--- src/rtl/exu_alu_cmt_tx.sv ---
// Purpose  : ALU-to-commit transmitter; in-order FIFO of resolved ALU results with ebreak drain/halt and retire counter.
// Latency  : 1 cycle from input handshake to cmt_o_valid (no fall-through); sustained 1/cycle.
// Backpress: alu_i_ready drops when full, draining, halted or flushing; head fields hold while cmt_o_ready=0.
//
// Ports:
//   clk, rst                 clock, asynchronous active-high reset
//   alu_i_*                  resolved ALU instruction in (valid/ready)
//   flush                    drop all buffered, uncommitted entries
//   cmt_o_*                  head entry out to commit (valid/ready)
//   halted                   high once the ebreak entry has committed, until reset
//   occupancy                number of valid FIFO entries
//   instret                  count of committed entries (wraps at 2^64)

`ifndef PC_SIZE
`define PC_SIZE 32
`endif
`ifndef INSTR_SIZE
`define INSTR_SIZE 32
`endif
`ifndef XLEN
`define XLEN 32
`endif

module exu_alu_cmt_tx #(
   parameter int DEPTH = 2
) (
   input  logic                     clk,
   input  logic                     rst,
   // ALU side
   input  logic                     alu_i_valid,
   output logic                     alu_i_ready,
   input  logic [`PC_SIZE-1:0]      alu_i_pc,
   input  logic [`INSTR_SIZE-1:0]   alu_i_instr,
   input  logic                     alu_i_pc_vld,
   input  logic [`XLEN-1:0]         alu_i_imm,
   input  logic                     alu_i_bjp,
   input  logic                     alu_i_bjp_prdt,
   input  logic                     alu_i_ebreak,
   input  logic                     flush,
   // commit side
   output logic                     cmt_o_valid,
   input  logic                     cmt_o_ready,
   output logic [`PC_SIZE-1:0]      cmt_o_pc,
   output logic [`INSTR_SIZE-1:0]   cmt_o_instr,
   output logic                     cmt_o_pc_vld,
   output logic [`XLEN-1:0]         cmt_o_imm,
   output logic                     cmt_o_bjp,
   output logic                     cmt_o_bjp_prdt,
   output logic                     cmt_o_ebreak,
   // status
   output logic                     halted,
   output logic [$clog2(DEPTH):0]   occupancy,
   output logic [63:0]              instret
);

   localparam int AW = $clog2(DEPTH);

   typedef struct packed {
      logic [`PC_SIZE-1:0]    pc;
      logic [`INSTR_SIZE-1:0] instr;
      logic                   pc_vld;
      logic [`XLEN-1:0]       imm;
      logic                   bjp;
      logic                   bjp_prdt;
      logic                   ebreak;
   } entry_t;

   typedef enum logic [1:0] {
      ST_RUN   = 2'd0,
      ST_DRAIN = 2'd1,
      ST_HALT  = 2'd2
   } state_t;

   entry_t        mem [DEPTH];
   logic [AW:0]   wr_ptr;
   logic [AW:0]   rd_ptr;
   state_t        state;
   logic          halted_q;
   logic [63:0]   instret_q;

   logic          empty;
   logic          full;
   logic          enq;
   logic          deq;
   entry_t        head;
   entry_t        in_entry;

   // Extra wrap bit: equal pointers mean empty, equal index with differing wrap bit means full.
   assign empty = (wr_ptr == rd_ptr);
   assign full  = (wr_ptr[AW] != rd_ptr[AW]) && (wr_ptr[AW-1:0] == rd_ptr[AW-1:0]);

   // rst term keeps ready low for the whole time reset is held.
   assign alu_i_ready = !rst && !full && (state == ST_RUN) && !flush;
   assign cmt_o_valid = !empty && (state != ST_HALT);

   assign enq = alu_i_valid && alu_i_ready;
   assign deq = cmt_o_valid && cmt_o_ready;

   assign head = mem[rd_ptr[AW-1:0]];

   assign in_entry.pc       = alu_i_pc;
   assign in_entry.instr    = alu_i_instr;
   assign in_entry.pc_vld   = alu_i_pc_vld;
   assign in_entry.imm      = alu_i_imm;
   assign in_entry.bjp      = alu_i_bjp;
   assign in_entry.bjp_prdt = alu_i_bjp_prdt;
   assign in_entry.ebreak   = alu_i_ebreak;

   assign cmt_o_pc       = head.pc;
   assign cmt_o_instr    = head.instr;
   assign cmt_o_pc_vld   = head.pc_vld;
   assign cmt_o_imm      = head.imm;
   assign cmt_o_bjp      = head.bjp;
   assign cmt_o_bjp_prdt = head.bjp_prdt;
   assign cmt_o_ebreak   = head.ebreak;

   assign occupancy = wr_ptr - rd_ptr;
   assign halted    = halted_q;
   assign instret   = instret_q;

   // Storage, pointers, retire counter and trap FSM.
   always_ff @(posedge clk or posedge rst) begin
      if (rst) begin
         for (int i = 0; i < DEPTH; i++) begin
            mem[i] <= '0;
         end
         wr_ptr    <= '0;
         rd_ptr    <= '0;
         state     <= ST_RUN;
         halted_q  <= 1'b0;
         instret_q <= '0;
      end else begin
         if (enq) begin
            mem[wr_ptr[AW-1:0]] <= in_entry;
         end

         // A flush collapses the FIFO onto the post-dequeue read pointer, so a
         // same-cycle commit still retires while everything behind it is dropped.
         // In HALT deq is zero and flush is ignored, freezing the contents.
         if (flush && (state != ST_HALT)) begin
            rd_ptr <= rd_ptr + {{AW{1'b0}}, deq};
            wr_ptr <= rd_ptr + {{AW{1'b0}}, deq};
         end else begin
            rd_ptr <= rd_ptr + {{AW{1'b0}}, deq};
            wr_ptr <= wr_ptr + {{AW{1'b0}}, enq};
         end

         if (deq) begin
            instret_q <= instret_q + 64'd1;
         end

         case (state)
            ST_RUN: begin
               if (enq && alu_i_ebreak) begin
                  state <= ST_DRAIN;
               end
            end
            ST_DRAIN: begin
               // Committing the ebreak wins over a concurrent flush.
               if (deq && head.ebreak) begin
                  state    <= ST_HALT;
                  halted_q <= 1'b1;
               end else if (flush) begin
                  state <= ST_RUN;
               end
            end
            ST_HALT: begin
               state    <= ST_HALT;
               halted_q <= 1'b1;
            end
            default: begin
               state    <= ST_RUN;
               halted_q <= 1'b0;
            end
         endcase
      end
   end

endmodule

--- config.mk ---
export PLATFORM = sky130hd
export DESIGN_NAME = exu_alu_cmt_tx
export DESIGN_NICKNAME = d
export VERILOG_FILES = /design/src/rtl/exu_alu_cmt_tx.sv
export SDC_FILE = /design/constraint.sdc
export NUM_CORES = 1
export LEC_CHECK = 0
export BUFFER_PORTS_ARGS = -buffer_cell sky130_fd_sc_hd__buf_2
export CAP_MARGIN = 15
export CORE_ASPECT_RATIO = 0.7
export CORE_UTILIZATION = 30
export DETAILED_ROUTE_END_ITERATION = 16
export PLACE_DENSITY = 0.61
export SYNTH_ARGS = -nofsm -noshare
export SYNTH_HDL_FRONTEND = slang
export SYNTH_SLANG_ARGS = --single-unit
--- constraint.sdc ---
create_clock -name clk -period 10.1 [get_ports clk]
set_clock_uncertainty 0.1 [all_clocks]
set_input_delay 1.515 -clock clk [delete_from_list [all_inputs] [get_ports clk]]
set_output_delay 1.515 -clock clk [all_outputs]
set_load 0.005 [all_outputs]
==> impl_metrics.env <==
export IMPL_synth_cell_type_count=34
export IMPL_htreeDepth=1
export IMPL_min_path_type="reg -> reg"
export IMPL_period_needed_ns=4.43
export IMPL_tightest_slew_ns=0.935
export IMPL_syn_nets=960
export IMPL_boundaryPins=274
export IMPL_start_util=0.307
export IMPL_highest_layer="met5"
export IMPL_met1_length_um=13200
export IMPL_antenna_found_initial=3
export IMPL_path_buf_inv=2
export IMPL_drcViolationCount=0
export IMPL_cap_violations=0
export IMPL_rows=60
export IMPL_path_delay_family="buffers and inverters"
export IMPL_drive_above_1_share=0.565
export IMPL_grt_total_usage=0.140
export IMPL_net_switching_power_w=0.00122
export IMPL_irDropWorstVdd_mv=0.134
export IMPL_wl_um=28000
export IMPL_synthTopCellsByArea="dfrtp_1 57%, mux2_2 29%, xnor2_1 3.4%"
export IMPL_setup_viol=0
export IMPL_grt_pass1_vias=8145
export IMPL_cp_end_kind="output port"
export IMPL_first_pass_iters=4
export IMPL_power_density_nw_per_um2=282
export IMPL_root_buffer="clkbuf_16"
export IMPL_cts_setup_buffers=0
export IMPL_cp_arrival_ns=2.82
export IMPL_route_met3_wl_um=2070
export IMPL_routedWlPerCell_um=16.8
export IMPL_cts_num_sinks=271
export IMPL_yosys_area_top_type="dfrtp_1"
export IMPL_nets=1231
export IMPL_worstHoldStart="instret[63]"
export IMPL_status="finished, final reports clean"
export IMPL_min_path_cells=1
export IMPL_grt_first_pass_wirelength_um=45900
export IMPL_die_area_um2=40500
export IMPL_drv_slew=0
export IMPL_synth_warnings=0
export IMPL_cts_tree="built"
export IMPL_crit_slowest_cell="dfrtp_4"
export IMPL_fin_tns_setup_ns=0
export IMPL_overflow=0
export IMPL_cp_slowest_stage_delay_ns=0.83
export IMPL_clockPowerShare=0.268
export IMPL_reg2regPathDepth=7
export IMPL_insertion_delay_ns=0.55
export IMPL_post_dp_cell_area_um2=13900
export IMPL_coreArea_um2=38800
export IMPL_fin_crit_sh=0.439
export IMPL_r2r_start="rd_ptr[0]"
export IMPL_reg2reg_slack_ns=6.16
export IMPL_synth_top_area_frac=0.569
export IMPL_gp_congestion=0.760
export IMPL_slew_headroom=0.377
export IMPL_fmax_mhz=226
export IMPL_syn_area_um2=11900
export IMPL_syn_avg_cell_area_um2=14.1
export IMPL_whs_ns=0.360
export IMPL_area_growth_pct=25.0
export IMPL_drt_initial_drc_count=363
export IMPL_r2r_end="mem[122]"
export IMPL_crit_type="reg -> out"
export IMPL_combPwrFrac=0.325
export IMPL_die_h_um=169
export IMPL_clockBufferDepth=3
export IMPL_grt_max_degree=137
export IMPL_crit_chain="buf_4 > mux2_2 > buf_2"
export IMPL_cp_start_kind="flip-flop"
export IMPL_switching_share=0.291
export IMPL_finalHoldViolCount=0
export IMPL_antenna_left=0
export IMPL_p_leak_nw=7.10
export IMPL_hold_end="instret[63]"
export IMPL_p_int_w=0.00298
export IMPL_io_buffers=273
export IMPL_grt_setup_unrepaired="false"
export IMPL_cts_hold_buf=0
export IMPL_syn_inst=846
export IMPL_num_vias=7638
export IMPL_path_clk_slew_ns=0.06
export IMPL_cts_resized=0
export IMPL_ys_seq_area_frac=0.569
export IMPL_die_x_um=240
export IMPL_power_w=0.00420
export IMPL_required_ns=8.49
export IMPL_seq_power_share=0.407
export IMPL_cts_buffers=29
export IMPL_critPathMaxFanout=61
export IMPL_dp_hpwl_um=18700
export IMPL_vias_per_cell=4.58
export IMPL_synth_seq_cells=271
export IMPL_wl_met2_um=12000
export IMPL_design_area_um2=14900
## flip-flops by register name, indices dropped and copies added (netlist names)
register  cells
halted        1
instret      64
mem         200
rd_ptr        2
state         2
wr_ptr        2
## cell usage in the layout, fill, tap and decap left out, drive strengths merged
master and n:
inv 10, a211o 1, nand3b 2, nor3 8
nand2b 5, clkinv 6, o21ai 1, a21oi 5
and3 10, diode 1, nor3b 1, buf 278
mux2 303, dfrtp 271, or3 2, xnor2 46
a41oi 2, xor2 22, or2 1, and4 8
nand3 28, and2 2, clkbuf 40, clkinvlp 3
nand4 19, a21boi 1, nor4 3, ha 9
nand2 26, and4b 1, bufinv 4, nor2 22
## power by group through the flow
| stage | sequential, W | clock [W] | combinational, W |
|---|---|---|---|
| after global routing | 0.00177 | 0.00121 | 0.00150 |
| after CTS | 0.00171 | 0.00117 | 0.00139 |
| final | 0.00171 | 0.00113 | 0.00136 |
| after floorplan | 0.00163 | 0 | 0.000922 |
| after global placement | 0.00171 | 0 | 0.00136 |
| after detailed placement | 0.00173 | 0 | 0.00138 |
## kinds of logic (layout without fill, tap and decap cells)
| family | count (synthesis) | after routing | synth area share |
|---|---|---|---|
| xor+xnor | 68 | 68 | 0.0500 |
| simple gates | 138 | 138 | 0.0650 |
| mux | 303 | 303 | 0.286 |
| fa+ha+maj | 9 | 9 | 0.00945 |
| buf+inv | 47 | 341 | 0.0148 |
| flops | 271 | 271 | 0.569 |
| other cells | 0 | 1 | 0 |
| compound gates | 10 | 10 | 0.00535 |
## area by class of cell
type | instances | area, um2
diodes | 1 | 2.50
clock buffers | 40 | 837
clock inverters | 14 | 181
fillers | 3742 | 23900
inverters | 9 | 41.3
multi-input cells | 528 | 4980
flip-flops and latches | 271 | 6790
well taps | 527 | 659
repair buffers | 278 | 1400
## cells in the mapped netlist
library cell and count:
mux2_2 303, dfrtp_1 271, xnor2_1 46, clkbuf_1 37, nand3_1 27, nand2_1 25
nor2_1 22, xor2_1 22, nand4_1 19, and3_1 10, ha_1 9, inv_1 9
and4_1 8, a21oi_1 5, nand2b_1 5, nor3_1 5, nor3_2 3, a41oi_1 2
and2_1 2, nand3b_1 2, a211o_1 1, a21boi_1 1, and4b_1 1, buf_1 1
nand2_2 1, nand3_2 1, nor3b_1 1, nor4_1 1, nor4_2 1, nor4_4 1
o21ai_0 1, or2_2 1, or3_1 1, or3_4 1
## how the worst max path moves through the flow
stage,start,end,depth (start not counted),slack (ns)
floorplan,rst,halted,1,1.02
global placement,rst,mem[117],7,5.69
detailed placement,rst,mem[122],7,5.70
CTS,rd_ptr[0],cmt_o_instr[4],3,5.58
global route,rd_ptr[0],cmt_o_instr[18],3,5.47
finish,rd_ptr[0],cmt_o_instr[4],3,5.67
## metrics by stage
stage          utilization  worst slack, ns  std cells
2_1_floorplan            -             1.02        846
3_3_place_gp         0.357             5.69       1613
3_5_place_dp         0.357             5.70       1613
4_1_cts              0.384             5.58       1667
5_1_grt              0.384             5.47       1667
6_report             0.384             5.67       1668
## layer usage
layer  track usage  vias up
met3        0.0448       43
met4        0.0343        2
met5             0        -
met1         0.196     3868
met2         0.210      183
li1              -     3542
Power figures use the tool's default switching activity.
